===== src/rtl/fifo_cmd_arbiter_pkg.sv =====
// fifo_cmd_arbiter_pkg
//   Shared constants and types for the fifo command port: command type
//   encodings, field widths, the route-queue entry and the arbiter FSM
//   state type. Also intended for reuse by the AXI4 cache bridge.
package fifo_cmd_arbiter_pkg;

  localparam int unsigned ADDR_W  = 27;
  localparam int unsigned DATA_W  = 128;
  localparam int unsigned MASK_W  = 16;
  localparam int unsigned BURST_W = 6;

  localparam logic CMD_WT = 1'b0;
  localparam logic CMD_RD = 1'b1;

  // One outstanding read: which requester issued it and its beat count - 1.
  typedef struct packed {
    logic               id;
    logic [BURST_W-1:0] beats;
  } route_entry_t;

  typedef enum logic {
    ST_IDLE = 1'b0,
    ST_HOLD = 1'b1
  } arb_state_e;

endpackage


===== src/rtl/fifo_cmd_arbiter_if.sv =====
// fifo_cmd_arbiter_if
//   Bundles both requester command/response channels, the downstream fifo
//   command/response channel and the orphan flag.
//   slave  : arbiter side (takes requester commands, drives downstream).
//   master : environment side (requesters plus downstream memory).
interface fifo_cmd_arbiter_if;
  import fifo_cmd_arbiter_pkg::*;

  logic               m0_cmd_valid;
  logic               m0_cmd_ready;
  logic               m0_cmd_type;
  logic [ADDR_W-1:0]  m0_cmd_addr;
  logic [BURST_W-1:0] m0_cmd_burst_cnt;
  logic [DATA_W-1:0]  m0_cmd_wt_data;
  logic [MASK_W-1:0]  m0_cmd_wt_mask;
  logic               m0_rsp_valid;
  logic               m0_rsp_ready;
  logic [DATA_W-1:0]  m0_rsp_data;

  logic               m1_cmd_valid;
  logic               m1_cmd_ready;
  logic               m1_cmd_type;
  logic [ADDR_W-1:0]  m1_cmd_addr;
  logic [BURST_W-1:0] m1_cmd_burst_cnt;
  logic [DATA_W-1:0]  m1_cmd_wt_data;
  logic [MASK_W-1:0]  m1_cmd_wt_mask;
  logic               m1_rsp_valid;
  logic               m1_rsp_ready;
  logic [DATA_W-1:0]  m1_rsp_data;

  logic               io_fifo_cmd_valid;
  logic               io_fifo_cmd_ready;
  logic               io_fifo_cmd_type;
  logic [ADDR_W-1:0]  io_fifo_cmd_addr;
  logic [BURST_W-1:0] io_fifo_cmd_burst_cnt;
  logic [DATA_W-1:0]  io_fifo_cmd_wt_data;
  logic [MASK_W-1:0]  io_fifo_cmd_wt_mask;
  logic               io_fifo_rsp_valid;
  logic               io_fifo_rsp_ready;
  logic [DATA_W-1:0]  io_fifo_rsp_data;

  logic               rsp_orphan;

  modport slave (
    input  m0_cmd_valid, m0_cmd_type, m0_cmd_addr, m0_cmd_burst_cnt,
           m0_cmd_wt_data, m0_cmd_wt_mask, m0_rsp_ready,
    output m0_cmd_ready, m0_rsp_valid, m0_rsp_data,
    input  m1_cmd_valid, m1_cmd_type, m1_cmd_addr, m1_cmd_burst_cnt,
           m1_cmd_wt_data, m1_cmd_wt_mask, m1_rsp_ready,
    output m1_cmd_ready, m1_rsp_valid, m1_rsp_data,
    output io_fifo_cmd_valid, io_fifo_cmd_type, io_fifo_cmd_addr,
           io_fifo_cmd_burst_cnt, io_fifo_cmd_wt_data, io_fifo_cmd_wt_mask,
    input  io_fifo_cmd_ready, io_fifo_rsp_valid, io_fifo_rsp_data,
    output io_fifo_rsp_ready, rsp_orphan
  );

  modport master (
    output m0_cmd_valid, m0_cmd_type, m0_cmd_addr, m0_cmd_burst_cnt,
           m0_cmd_wt_data, m0_cmd_wt_mask, m0_rsp_ready,
    input  m0_cmd_ready, m0_rsp_valid, m0_rsp_data,
    output m1_cmd_valid, m1_cmd_type, m1_cmd_addr, m1_cmd_burst_cnt,
           m1_cmd_wt_data, m1_cmd_wt_mask, m1_rsp_ready,
    input  m1_cmd_ready, m1_rsp_valid, m1_rsp_data,
    input  io_fifo_cmd_valid, io_fifo_cmd_type, io_fifo_cmd_addr,
           io_fifo_cmd_burst_cnt, io_fifo_cmd_wt_data, io_fifo_cmd_wt_mask,
    output io_fifo_cmd_ready, io_fifo_rsp_valid, io_fifo_rsp_data,
    input  io_fifo_rsp_ready, rsp_orphan
  );

endinterface


===== src/rtl/fifo_cmd_arbiter_route_fifo.sv =====
// route_fifo
//   Synchronous FIFO of route entries. Pointers carry one extra wrap bit
//   so full and empty are distinguished without a counter.
//   clk, rst : clock, asynchronous active-high reset
//   push/din : write an entry (ignored while full)
//   pop      : drop the head entry (ignored while empty)
//   head     : current head entry
//   full/empty
module route_fifo
  import fifo_cmd_arbiter_pkg::*;
#(
  parameter int unsigned DEPTH = 4
) (
  input  logic         clk,
  input  logic         rst,
  input  logic         push,
  input  route_entry_t din,
  input  logic         pop,
  output route_entry_t head,
  output logic         full,
  output logic         empty
);

  localparam int unsigned AW = $clog2(DEPTH);
  localparam logic [AW:0] PTR_ONE = {{AW{1'b0}}, 1'b1};

  logic [AW:0]  wr_ptr_q, wr_ptr_d;
  logic [AW:0]  rd_ptr_q, rd_ptr_d;
  route_entry_t mem_q [DEPTH];
  route_entry_t mem_d [DEPTH];
  logic         do_push;
  logic         do_pop;

  assign empty   = (wr_ptr_q == rd_ptr_q);
  assign full    = (wr_ptr_q[AW] != rd_ptr_q[AW]) &&
                   (wr_ptr_q[AW-1:0] == rd_ptr_q[AW-1:0]);
  assign do_push = push && !full;
  assign do_pop  = pop && !empty;
  assign head    = mem_q[rd_ptr_q[AW-1:0]];

  always_comb begin
    mem_d    = mem_q;
    wr_ptr_d = wr_ptr_q;
    rd_ptr_d = rd_ptr_q;
    if (do_push) begin
      mem_d[wr_ptr_q[AW-1:0]] = din;
      wr_ptr_d = wr_ptr_q + PTR_ONE;
    end
    if (do_pop) begin
      rd_ptr_d = rd_ptr_q + PTR_ONE;
    end
  end

  always_ff @(posedge clk or posedge rst) begin
    if (rst) begin
      wr_ptr_q <= '0;
      rd_ptr_q <= '0;
      mem_q    <= '{default: '0};
    end else begin
      wr_ptr_q <= wr_ptr_d;
      rd_ptr_q <= rd_ptr_d;
      mem_q    <= mem_d;
    end
  end

endmodule


===== src/rtl/fifo_cmd_arbiter.sv =====
// fifo_cmd_arbiter
//   Shares one DDR fifo command channel between two requesters. Commands are
//   granted round-robin in IDLE and held in HOLD until the downstream accepts.
//   Reads record {requester, beats} in a route queue so the in-order read
//   responses are steered back to the issuing requester with no added latency.
//   clk, rst : clock, asynchronous active-high reset
//   bus      : requester 0/1 channels, downstream fifo channel, rsp_orphan
module fifo_cmd_arbiter
  import fifo_cmd_arbiter_pkg::*;
#(
  parameter int unsigned ROUTE_DEPTH = 4
) (
  input logic               clk,
  input logic               rst,
  fifo_cmd_arbiter_if.slave bus
);

  arb_state_e         state_q, state_d;
  logic               gnt_q, gnt_d;
  logic               rr_q, rr_d;
  logic [BURST_W-1:0] bcnt_q, bcnt_d;
  logic               orphan_q, orphan_d;

  logic               q_push;
  logic               q_pop;
  logic               q_full;
  logic               q_empty;
  route_entry_t       q_head;
  route_entry_t       q_din;

  logic               elig0;
  logic               elig1;
  logic               sel_valid;
  logic               sel_type;
  logic [ADDR_W-1:0]  sel_addr;
  logic [BURST_W-1:0] sel_burst;
  logic [DATA_W-1:0]  sel_data;
  logic [MASK_W-1:0]  sel_mask;
  logic               head_ready;

  // A read is only eligible while the route queue has room for its entry.
  assign elig0 = bus.m0_cmd_valid && (bus.m0_cmd_type == CMD_WT || !q_full);
  assign elig1 = bus.m1_cmd_valid && (bus.m1_cmd_type == CMD_WT || !q_full);

  assign sel_valid = gnt_q ? bus.m1_cmd_valid     : bus.m0_cmd_valid;
  assign sel_type  = gnt_q ? bus.m1_cmd_type      : bus.m0_cmd_type;
  assign sel_addr  = gnt_q ? bus.m1_cmd_addr      : bus.m0_cmd_addr;
  assign sel_burst = gnt_q ? bus.m1_cmd_burst_cnt : bus.m0_cmd_burst_cnt;
  assign sel_data  = gnt_q ? bus.m1_cmd_wt_data   : bus.m0_cmd_wt_data;
  assign sel_mask  = gnt_q ? bus.m1_cmd_wt_mask   : bus.m0_cmd_wt_mask;

  assign q_din = '{id: gnt_q, beats: sel_burst};

  route_fifo #(
    .DEPTH (ROUTE_DEPTH)
  ) u_route_fifo (
    .clk   (clk),
    .rst   (rst),
    .push  (q_push),
    .din   (q_din),
    .pop   (q_pop),
    .head  (q_head),
    .full  (q_full),
    .empty (q_empty)
  );

  // Arbitration FSM: next state and command-side outputs.
  always_comb begin
    state_d                   = state_q;
    gnt_d                     = gnt_q;
    rr_d                      = rr_q;
    q_push                    = 1'b0;
    bus.io_fifo_cmd_valid     = 1'b0;
    bus.io_fifo_cmd_type      = 1'b0;
    bus.io_fifo_cmd_addr      = '0;
    bus.io_fifo_cmd_burst_cnt = '0;
    bus.io_fifo_cmd_wt_data   = '0;
    bus.io_fifo_cmd_wt_mask   = '0;
    bus.m0_cmd_ready          = 1'b0;
    bus.m1_cmd_ready          = 1'b0;
    case (state_q)
      ST_IDLE: begin
        if (elig0 && elig1) begin
          gnt_d   = rr_q;
          state_d = ST_HOLD;
        end else if (elig0) begin
          gnt_d   = 1'b0;
          state_d = ST_HOLD;
        end else if (elig1) begin
          gnt_d   = 1'b1;
          state_d = ST_HOLD;
        end
      end
      ST_HOLD: begin
        bus.io_fifo_cmd_valid     = sel_valid;
        bus.io_fifo_cmd_type      = sel_type;
        bus.io_fifo_cmd_addr      = sel_addr;
        bus.io_fifo_cmd_burst_cnt = sel_burst;
        bus.io_fifo_cmd_wt_data   = sel_data;
        bus.io_fifo_cmd_wt_mask   = sel_mask;
        if (gnt_q) bus.m1_cmd_ready = bus.io_fifo_cmd_ready;
        else       bus.m0_cmd_ready = bus.io_fifo_cmd_ready;
        if (sel_valid && bus.io_fifo_cmd_ready) begin
          rr_d    = ~gnt_q;
          q_push  = (sel_type == CMD_RD);
          state_d = ST_IDLE;
        end else if (!sel_valid) begin
          // Requester withdrew its command: abandon the grant, nothing queued.
          state_d = ST_IDLE;
        end
      end
      default: state_d = ST_IDLE;
    endcase
  end

  assign bus.m0_rsp_data = bus.io_fifo_rsp_data;
  assign bus.m1_rsp_data = bus.io_fifo_rsp_data;
  assign bus.rsp_orphan  = orphan_q;

  // Response routing: steer beats to the head requester, pop after its last beat.
  always_comb begin
    bcnt_d                = bcnt_q;
    orphan_d              = orphan_q;
    q_pop                 = 1'b0;
    head_ready            = 1'b1;
    bus.m0_rsp_valid      = 1'b0;
    bus.m1_rsp_valid      = 1'b0;
    if (q_empty) begin
      // Nobody is waiting: sink the beat and remember it happened.
      if (bus.io_fifo_rsp_valid) orphan_d = 1'b1;
    end else begin
      if (q_head.id) begin
        bus.m1_rsp_valid = bus.io_fifo_rsp_valid;
        head_ready       = bus.m1_rsp_ready;
      end else begin
        bus.m0_rsp_valid = bus.io_fifo_rsp_valid;
        head_ready       = bus.m0_rsp_ready;
      end
      if (bus.io_fifo_rsp_valid && head_ready) begin
        if (bcnt_q == q_head.beats) begin
          q_pop  = 1'b1;
          bcnt_d = '0;
        end else begin
          bcnt_d = bcnt_q + {{(BURST_W-1){1'b0}}, 1'b1};
        end
      end
    end
    bus.io_fifo_rsp_ready = head_ready;
  end

  always_ff @(posedge clk or posedge rst) begin
    if (rst) begin
      state_q  <= ST_IDLE;
      gnt_q    <= 1'b0;
      rr_q     <= 1'b0;
      bcnt_q   <= '0;
      orphan_q <= 1'b0;
    end else begin
      state_q  <= state_d;
      gnt_q    <= gnt_d;
      rr_q     <= rr_d;
      bcnt_q   <= bcnt_d;
      orphan_q <= orphan_d;
    end
  end

endmodule

===== src/flat_wrapper.sv =====
// flat-port wrapper written by rule: the top's interface ports become plain ports
module fifo_cmd_arbiter_flat import fifo_cmd_arbiter_pkg::*;
#(
  parameter int unsigned ROUTE_DEPTH = 4
)
  (clk, rst, bus_m0_cmd_valid, bus_m0_cmd_type, bus_m0_cmd_addr, bus_m0_cmd_burst_cnt, bus_m0_cmd_wt_data, bus_m0_cmd_wt_mask, bus_m0_rsp_ready, bus_m0_cmd_ready, bus_m0_rsp_valid, bus_m0_rsp_data, bus_m1_cmd_valid, bus_m1_cmd_type, bus_m1_cmd_addr, bus_m1_cmd_burst_cnt, bus_m1_cmd_wt_data, bus_m1_cmd_wt_mask, bus_m1_rsp_ready, bus_m1_cmd_ready, bus_m1_rsp_valid, bus_m1_rsp_data, bus_io_fifo_cmd_valid, bus_io_fifo_cmd_type, bus_io_fifo_cmd_addr, bus_io_fifo_cmd_burst_cnt, bus_io_fifo_cmd_wt_data, bus_io_fifo_cmd_wt_mask, bus_io_fifo_cmd_ready, bus_io_fifo_rsp_valid, bus_io_fifo_rsp_data, bus_io_fifo_rsp_ready, bus_rsp_orphan);
  fifo_cmd_arbiter_if bus_i ();
  input logic clk;
  input logic rst;
  input wire logic [$bits(bus_i.m0_cmd_valid)-1:0] bus_m0_cmd_valid;
  input wire logic [$bits(bus_i.m0_cmd_type)-1:0] bus_m0_cmd_type;
  input wire logic [$bits(bus_i.m0_cmd_addr)-1:0] bus_m0_cmd_addr;
  input wire logic [$bits(bus_i.m0_cmd_burst_cnt)-1:0] bus_m0_cmd_burst_cnt;
  input wire logic [$bits(bus_i.m0_cmd_wt_data)-1:0] bus_m0_cmd_wt_data;
  input wire logic [$bits(bus_i.m0_cmd_wt_mask)-1:0] bus_m0_cmd_wt_mask;
  input wire logic [$bits(bus_i.m0_rsp_ready)-1:0] bus_m0_rsp_ready;
  output wire logic [$bits(bus_i.m0_cmd_ready)-1:0] bus_m0_cmd_ready;
  output wire logic [$bits(bus_i.m0_rsp_valid)-1:0] bus_m0_rsp_valid;
  output wire logic [$bits(bus_i.m0_rsp_data)-1:0] bus_m0_rsp_data;
  input wire logic [$bits(bus_i.m1_cmd_valid)-1:0] bus_m1_cmd_valid;
  input wire logic [$bits(bus_i.m1_cmd_type)-1:0] bus_m1_cmd_type;
  input wire logic [$bits(bus_i.m1_cmd_addr)-1:0] bus_m1_cmd_addr;
  input wire logic [$bits(bus_i.m1_cmd_burst_cnt)-1:0] bus_m1_cmd_burst_cnt;
  input wire logic [$bits(bus_i.m1_cmd_wt_data)-1:0] bus_m1_cmd_wt_data;
  input wire logic [$bits(bus_i.m1_cmd_wt_mask)-1:0] bus_m1_cmd_wt_mask;
  input wire logic [$bits(bus_i.m1_rsp_ready)-1:0] bus_m1_rsp_ready;
  output wire logic [$bits(bus_i.m1_cmd_ready)-1:0] bus_m1_cmd_ready;
  output wire logic [$bits(bus_i.m1_rsp_valid)-1:0] bus_m1_rsp_valid;
  output wire logic [$bits(bus_i.m1_rsp_data)-1:0] bus_m1_rsp_data;
  output wire logic [$bits(bus_i.io_fifo_cmd_valid)-1:0] bus_io_fifo_cmd_valid;
  output wire logic [$bits(bus_i.io_fifo_cmd_type)-1:0] bus_io_fifo_cmd_type;
  output wire logic [$bits(bus_i.io_fifo_cmd_addr)-1:0] bus_io_fifo_cmd_addr;
  output wire logic [$bits(bus_i.io_fifo_cmd_burst_cnt)-1:0] bus_io_fifo_cmd_burst_cnt;
  output wire logic [$bits(bus_i.io_fifo_cmd_wt_data)-1:0] bus_io_fifo_cmd_wt_data;
  output wire logic [$bits(bus_i.io_fifo_cmd_wt_mask)-1:0] bus_io_fifo_cmd_wt_mask;
  input wire logic [$bits(bus_i.io_fifo_cmd_ready)-1:0] bus_io_fifo_cmd_ready;
  input wire logic [$bits(bus_i.io_fifo_rsp_valid)-1:0] bus_io_fifo_rsp_valid;
  input wire logic [$bits(bus_i.io_fifo_rsp_data)-1:0] bus_io_fifo_rsp_data;
  output wire logic [$bits(bus_i.io_fifo_rsp_ready)-1:0] bus_io_fifo_rsp_ready;
  output wire logic [$bits(bus_i.rsp_orphan)-1:0] bus_rsp_orphan;
  assign bus_i.m0_cmd_valid = bus_m0_cmd_valid;
  assign bus_i.m0_cmd_type = bus_m0_cmd_type;
  assign bus_i.m0_cmd_addr = bus_m0_cmd_addr;
  assign bus_i.m0_cmd_burst_cnt = bus_m0_cmd_burst_cnt;
  assign bus_i.m0_cmd_wt_data = bus_m0_cmd_wt_data;
  assign bus_i.m0_cmd_wt_mask = bus_m0_cmd_wt_mask;
  assign bus_i.m0_rsp_ready = bus_m0_rsp_ready;
  assign bus_m0_cmd_ready = bus_i.m0_cmd_ready;
  assign bus_m0_rsp_valid = bus_i.m0_rsp_valid;
  assign bus_m0_rsp_data = bus_i.m0_rsp_data;
  assign bus_i.m1_cmd_valid = bus_m1_cmd_valid;
  assign bus_i.m1_cmd_type = bus_m1_cmd_type;
  assign bus_i.m1_cmd_addr = bus_m1_cmd_addr;
  assign bus_i.m1_cmd_burst_cnt = bus_m1_cmd_burst_cnt;
  assign bus_i.m1_cmd_wt_data = bus_m1_cmd_wt_data;
  assign bus_i.m1_cmd_wt_mask = bus_m1_cmd_wt_mask;
  assign bus_i.m1_rsp_ready = bus_m1_rsp_ready;
  assign bus_m1_cmd_ready = bus_i.m1_cmd_ready;
  assign bus_m1_rsp_valid = bus_i.m1_rsp_valid;
  assign bus_m1_rsp_data = bus_i.m1_rsp_data;
  assign bus_io_fifo_cmd_valid = bus_i.io_fifo_cmd_valid;
  assign bus_io_fifo_cmd_type = bus_i.io_fifo_cmd_type;
  assign bus_io_fifo_cmd_addr = bus_i.io_fifo_cmd_addr;
  assign bus_io_fifo_cmd_burst_cnt = bus_i.io_fifo_cmd_burst_cnt;
  assign bus_io_fifo_cmd_wt_data = bus_i.io_fifo_cmd_wt_data;
  assign bus_io_fifo_cmd_wt_mask = bus_i.io_fifo_cmd_wt_mask;
  assign bus_i.io_fifo_cmd_ready = bus_io_fifo_cmd_ready;
  assign bus_i.io_fifo_rsp_valid = bus_io_fifo_rsp_valid;
  assign bus_i.io_fifo_rsp_data = bus_io_fifo_rsp_data;
  assign bus_io_fifo_rsp_ready = bus_i.io_fifo_rsp_ready;
  assign bus_rsp_orphan = bus_i.rsp_orphan;
  fifo_cmd_arbiter #(.ROUTE_DEPTH(ROUTE_DEPTH)) u_core (.clk(clk), .rst(rst), .bus(bus_i));
endmodule

===== config.mk =====
export PLATFORM = sky130hd
export DESIGN_NAME = fifo_cmd_arbiter_flat
export DESIGN_NICKNAME = d
export VERILOG_FILES = /design/src/rtl/fifo_cmd_arbiter_pkg.sv /design/src/rtl/fifo_cmd_arbiter_if.sv /design/src/rtl/fifo_cmd_arbiter_route_fifo.sv /design/src/rtl/fifo_cmd_arbiter.sv /design/src/flat_wrapper.sv
export SDC_FILE = /design/constraint.sdc
export NUM_CORES = 1
export LEC_CHECK = 0
export ABC_AREA = 1
export BUFFER_PORTS_ARGS = -buffer_cell sky130_fd_sc_hd__buf_4
export CORE_AREA = 10 10 355 357
export DETAILED_ROUTE_END_ITERATION = 12
export DIE_AREA = 0 0 365 367
export PLACE_DENSITY = 0.3
export SLEW_MARGIN = 40
export SYNTH_ARGS = -nofsm -noshare
export SYNTH_HDL_FRONTEND = slang
export SYNTH_HIERARCHICAL = 1
export SYNTH_SLANG_ARGS = --single-unit

===== constraint.sdc =====
create_clock -name clk -period 6.21 [get_ports clk]
set_input_delay 0.3105 -clock clk [delete_from_list [all_inputs] [get_ports clk]]
set_output_delay 0.3105 -clock clk [all_outputs]
set_load 0.01 [all_outputs]

==> flow_summary.ini, run 1 <==
[detailed_routing]
drt_wl_total_um = 76710
drc_errors = 0
ant_nets = 0
vias = 8798
wire_per_inst_um = 25.82
drtPass1Iterations = 5
vias_per_cell = 2.961
drt_iter0_drc = 588

[critical_path]
cp_max_fo = 74
cp-end-kind = primary output
cp_common_cell = buf_4
slowest_stage = dfrtp_4
r2r_slack_ps = 3210
crit_path_start_kind = flop
crit_chain = inv_6 -> buf_4 -> nand2_1 -> a21oi_1 -> buf_4
cp_data_required_time_ps = 5900
path_delay_family = buffers and inverters
path_buf_inv = 3
path_class = reg -> out
slowest_delay_ps = 690
worstPathArrival_ps = 3180

[die]
core_area_sq_um = 119000
die_h_um = 367
dieWidth_um = 365
start_util_pct = 5.880
rows = 127
ios = 933
fp.dieArea_sq_um = 134000

[power]
combPwrFrac_pct = 79.6
ir_worst_vdd_v = 0.0001512
p_sw_share_pct = 57.90
p_sw_uw = 2307
power_frac_seq_pct = 13.5
intPower_uw = 1678
p_leak_uw = 0.005225
finalPower_uw = 3985
power_density_nw_per_um2 = 363.6
p_clk_share_pct = 6.9

[grt]
grt_pass1_vias = 8975
grt_usage_pct = 10.73
grt_max_degree = 109
grt_pass1_wl_um = 96190
antenna_found_initial = 24
grt-ovfl-total = 0

[place]
post_dp_cell_area_sq_um = 10800
io_buffer_count = 548
pre_cts_ws_ps = 3102
hpwl_um = 67580
place_congestion = 0.8460

[timing]
finClkSkew_ps = 7.390
fin_ws_ps = 2721
finalMaxSlewViolations = 0
worst_pin_slew_ps = 823.2
finalSetupTns_ps = 0
setup_viol = 0
worst_hold_slack_ps = 58.00
period_share_pct = 56.18
slew_headroom_pct = 44.70
hold_viol = 0
post-route-min-period_ps = 3489
rsz0062_at_grt = false
fmax_ghz = 0.2866

[finish]
antenna_cells = 0
syn_to_final_growth_pct = 56.59
fin_area_sq_um = 10960
drive_gt1_share_pct = 40.90
nets = 1921

[cts]
path_clk_slew_ps = 70
cts_tree = built
h-tree-depth = 2
cts_resized = 0
cts_buffers = 5
root_buffer = clkbuf_16
cts_hold_buf = 0
clock_path_buffers = 2
clkLatencyLatePin_ps = 300
cts.sinks = 44
post_cts_buffers = 0

[synthesis]
syn_inst = 1189
yosysUniqueCellTypes = 32
postSynthNetCount = 1687
ys_ff_latch = 44
avgSynthCellArea_sq_um = 5.886
ys_warn_count = 6
yosysTopAreaCell = buf_4
ys_seq_area_share_pct = 15.73
synth_area_leaders = buf_4, nand2_1, dfrtp_1
synth_edf_count = 0
syn_area_sq_um = 6998
synthArstFlopShare_pct = 100.0
dominantRegCellSynth = dfrtp_1
synth_top_area_share_pct = 29.29

[run_status]
status = finished clean

[hold_path]
hp-class = in -> async

[job]
drv_cap = 0
==> sequential cells by signal (all words and copies together), names as in the netlist <==
signal,count
u_core/gnt_q,1
u_core/u_route_fifo/rd_ptr_q,3
u_core/u_route_fifo/mem_q,28
u_core/rr_q,1
u_core/state_q,1
u_core/bus.rsp_orphan,1
u_core/bcnt_q,6
u_core/u_route_fifo/wr_ptr_q,3
==> final cells by class <==
type                       count  area [sq um]
timing repair buffer         557          4194
clock buffer                   5         125.1
fill                       14180        108100
multi-input combinational    780          3440
sequential                    44          1105
tap                         1548          1937
clock inverter                 2         12.51
inverter                      35         145.1
==> Yosys cell counts (2+ instances only) <==
master / number
nor2_4: 2
nand3_2: 4
clkbuf_2: 2
clkbuf_1: 13
nand2_2: 2
buf_6: 3
buf_4: 273
nor3_1: 2
o21ai_0: 17
nand4_1: 29
dfrtp_1: 44
nand3_1: 12
o22ai_1: 7
nor2_1: 29
ha_1: 6
buf_2: 32
nand2_1: 482
inv_2: 3
inv_1: 31
buf_1: 7
a21oi_1: 178
==> per-stage QoR <==
step	instances	utilization (%)
final	2971	9.207
after global routing	2971	9.207
after CTS	2970	9.189
after detailed placement	2963	9.074
after global placement	2963	9.074
after floorplan	1189	-
==> worst paths after layout <==
check	end	cells after the start	startpoint
hold / removal	u_core/bus.rsp_orphan$_DFFE_PP0P_	2	rst
max in group asynchronous	u_core/u_route_fifo/mem_q[15]$_DFFE_PP0P_	2	rst
setup / recovery	bus_io_fifo_cmd_wt_mask[1]	5	u_core/gnt_q$_DFFE_PP0P_
hold reg to reg	u_core/u_route_fifo/mem_q[7]$_DFFE_PP0P_	2	u_core/u_route_fifo/mem_q[7]$_DFFE_PP0P_
min in group clk	u_core/bus.rsp_orphan$_DFFE_PP0P_	2	bus_io_fifo_rsp_valid
setup reg to reg	u_core/u_route_fifo/mem_q[0]$_DFFE_PP0P_	9	u_core/gnt_q$_DFFE_PP0P_
==> power groups by stage <==
| stage | sequential, uW | combinational [uW] | clock, uW |
|---|---|---|---|
| CTS | 543 | 3230 | 286 |
| global placement | 551 | 3250 | 0 |
| floorplan | 457 | 1790 | 0 |
| global route | 559 | 3490 | 296 |
| finish | 538 | 3170 | 273 |
| detailed placement | 546 | 3220 | 0 |
==> cells by family after synthesis <==
kind of cell,share of synthesized area (%)
multiplexers,0.1430
adder cells (fa/ha/maj),1.073
flip-flops,15.73
XOR/XNOR,0.3577
buffers and inverters,35.19
AO/OA/AOI/OAI,15.07
AND/OR/NAND/NOR,32.43
==> routing by layer <==
metal	up-vias	GRT usage, %	part of all wire [%]
met4	24	1.334	1.6
met3	79	9.022	18
met1	3958	11.72	37
met2	753	15.85	42
met5	-	3.448	0.94
li1	3984	-	-
==> cell usage in the layout (no fill, tap or decap), drive strengths merged <==
master    instances
o21bai            1
nor3              2
a21o              1
buf             557
a21oi           178
dfrtp            44
a21boi            1
xor2              1
nand3            17
clkbuf            5
nand3b            1
clkinv            2
o22ai             7
nand2           484
inv              34
o21ai            18
nand4            29
ha                6
clkinvlp          1
nor2             31
xnor2             1
mux2i             1
o21a              1
(Power assumes the default switching activity.)
==> run 2, diff against run 1 <==
ABC_AREA = 0   (was 1)
CORE_AREA = 10 10 352 354   (was 10 10 355 357)
DIE_AREA = 0 0 362 364   (was 0 0 365 367)
clock period = 3.1 ns   (was 6.21 ns; I/O delays follow)
==> flow_summary.ini, run 2 <==
[synthesis]
dominantRegCellSynth = dfrtp_1
ys_ff_latch = 44
synthMostInstantiatedCell = buf_4
yosys-top-cells-count = buf_4, nor2_1, mux2i_1, dfrtp_1, mux2_2
ys_seq_area_share_pct = 15.58
yosysUniqueCellTypes = 52
syn_inst = 839
postSynthNetCount = 1337
synth_area_leaders = buf_4, mux2i_1, dfrtp_1
ys_warn_count = 6
avgSynthCellArea_sq_um = 8.424
synth_edf_count = 0
synth_top_area_share_pct = 29.10
synthArstFlopShare_pct = 100.0
syn_area_sq_um = 7068
yosysTopAreaCell = buf_4

[timing]
worst_pin_slew_ps = 880.9
finalMaxSlewViolations = 0
slew_headroom_pct = 41.27
rsz0062_at_grt = false
post-route-min-period_ps = 2693
period_share_pct = 86.86
finClkSkew_ps = 4.442
hold_viol = 0
setup_viol = 0
finalSetupTns_ps = 0
fmax_ghz = 0.3714
fin_ws_ps = 407.4

[detailed_routing]
vias = 6947
drc_errors = 0
ant_nets = 0
wire_per_inst_um = 23.59
drt_wl_total_um = 62570
vias_per_cell = 2.620
drtPass1Iterations = 6
drt_iter0_drc = 246

[job]
drv_cap = 0

[finish]
syn_to_final_growth_pct = 59.39
drive_gt1_share_pct = 56.56
nets = 1609
largest_register_ffs = 28
layout_common_cells = buf_4, nor2_1, mux2i_1
reg_top3 = u_core/u_route_fifo/mem_q: 28 flops, u_core/bcnt_q: 6 flops
regMostFlops = u_core/u_route_fifo/mem_q
fill_cells = 13680
final_common_cell = buf_4

[place]
io_buffer_count = 548
hpwl_um = 57360
pre_cts_ws_ps = 332.0
place_congestion = 0.8079

[grt]
grt_pass1_wl_um = 78940
grt-busiest-layer = met2
grt_usage_pct = 8.824
grt_use_met2_pct = 14.13
grt_pass1_vias = 7749
grt-ovfl-total = 0
grt_max_degree = 122
antenna_found_initial = 20
use_met3_pct = 6.749
grt_use_met1_pct = 8.940

[critical_path]
cp_data_required_time_ps = 3260
cp-end-kind = flop
timing.rr.start = u_core/u_route_fifo/rd_ptr_q[0]$_DFFE_PP0P_
path_buf_inv = 0
worst-path-stages = 6
crit_path_start_kind = flop
r2r-end = u_core/u_route_fifo/rd_ptr_q[2]$_DFFE_PP0P_
r2r_slack_ps = 410
r2r_cells = 6
slowest_stage = mux4_2
critPathLaunch = u_core/u_route_fifo/rd_ptr_q[0]$_DFFE_PP0P_
slowest_delay_ps = 630
crit_chain = mux4_2 -> mux2i_2 -> or2_1 -> nor3_2 -> o311ai_0 -> xnor2_1
path_class = reg -> reg
cp_max_fo = 7
endpoint = u_core/u_route_fifo/rd_ptr_q[2]$_DFFE_PP0P_
path_delay_family = multiplexers
worstPathArrival_ps = 2850

[die]
ios = 933
dieWidth_um = 362
rows = 126
die_h_um = 364
core_area_sq_um = 117100
fp.dieArea_sq_um = 131800
start_util_pct = 6.034

[hold_path]
hp-class = in -> reg

[power]
power_frac_seq_pct = 12.6
finalPower_uw = 7846
p_sw_uw = 3913
intPower_uw = 3933
p_clk_share_pct = 6.7
p_leak_uw = 0.005266
power_density_nw_per_um2 = 696.5
ir_worst_vdd_v = 0.0006445
p_sw_share_pct = 49.87
combPwrFrac_pct = 80.7

[cts]
cts_buffers = 5
cts.sinks = 44
clock_path_buffers = 2
cts_hold_buf = 1
root_buffer = clkbuf_16
cts_resized = 0
post_cts_buffers = 0
cts_tree = built
h-tree-depth = 2
clkLatencyLatePin_ps = 290
path_clk_slew_ps = 60

[run_status]
status = finished clean
run 2: cell types whose count changed after synthesis, moves of 7 or more:
cell,change
xnor2_1,+7
nand3_1,-9
inv_1,-23
o21ai_0,-12
nand4_1,-28
mux4_2,+7
mux2i_1,+171
nand2_1,-466
mux2_2,+25
buf_2,-26
a21oi_1,-177
nor2_1,+148
run 2: layout make-up:
cell class	instances	area, sq um	share of cell area [%]
Tap cell	1536	1922	17.06
Timing Repair Buffer	564	4287	38.05
Antenna cell	4	10.01	0.08885
Inverter	9	38.79	0.3443
Clock buffer	5	125.1	1.111
Multi-Input combinational cell	487	3760	33.37
Clock inverter	3	18.77	0.1666
Sequential cell	44	1105	9.807
run 2: per-stage QoR:
step | util (%) | instance area (sq um) | cells | hold slack, ps
floorplan | - | 7068 | 839 | -4.822
global placement | 9.478 | 11100 | 2639 | 181.9
detailed placement | 9.478 | 11100 | 2639 | 192.7
CTS | 9.609 | 11260 | 2648 | 75.86
global route | 9.614 | 11260 | 2650 | 80.85
finish | 9.618 | 11270 | 2652 | 84.08
run 2: kinds of logic (layout without fill, tap and decap cells):
family          after synthesis  after routing  synth area share, %
fa+ha+maj                     6              6                1.062
xor+xnor                     14             14                2.319
simple gates                218            218                12.87
other cells                   0              4                    0
compound gates               33             33                4.178
buf+inv                     308            581                31.23
mux                         216            216                32.77
flops                        44             44                15.58
run 2: routing by layer:
metal | part of all wire (%) | wire, um
met5 | 0.91 | 568
met4 | 2.3 | 1460
met3 | 16 | 10010
met2 | 45 | 28230
met1 | 36 | 22290
run 2: power groups by stage:
stage | Combinational (uW) | Sequential, uW | Clock (uW)
after global routing | 6940 | 1030 | 568
after CTS | 6550 | 998 | 549
after detailed placement | 6520 | 1010 | 0
after global placement | 6530 | 1010 | 0
final | 6330 | 989 | 522
after floorplan | 3730 | 915 | 0
run 2: worst register-to-register path: cells and delay by family, from the launching register on:
kind            cells  cell delay, ps
mux                 2             850
simple gates        2             690
flops               1             590
xor+xnor            1             170
compound gates      1             260
run 2: worst min-delay path by stage:
stage / cells past startpoint / slack (ps) / to / startpoint
2_1_floorplan: 1 / -5 / u_core/bcnt_q[0]$_DFFE_PP0P_ / rst
5_1_grt: 2 / 80 / u_core/state_q$_DFF_PP0_ / bus_io_fifo_cmd_ready
3_3_place_gp: 2 / 180 / u_core/bcnt_q[4]$_DFFE_PP0P_ / rst
4_1_cts: 2 / 80 / u_core/state_q$_DFF_PP0_ / bus_io_fifo_cmd_ready
6_report: 2 / 80 / u_core/state_q$_DFF_PP0_ / bus_io_fifo_cmd_ready
3_5_place_dp: 2 / 190 / u_core/bcnt_q[0]$_DFFE_PP0P_ / rst
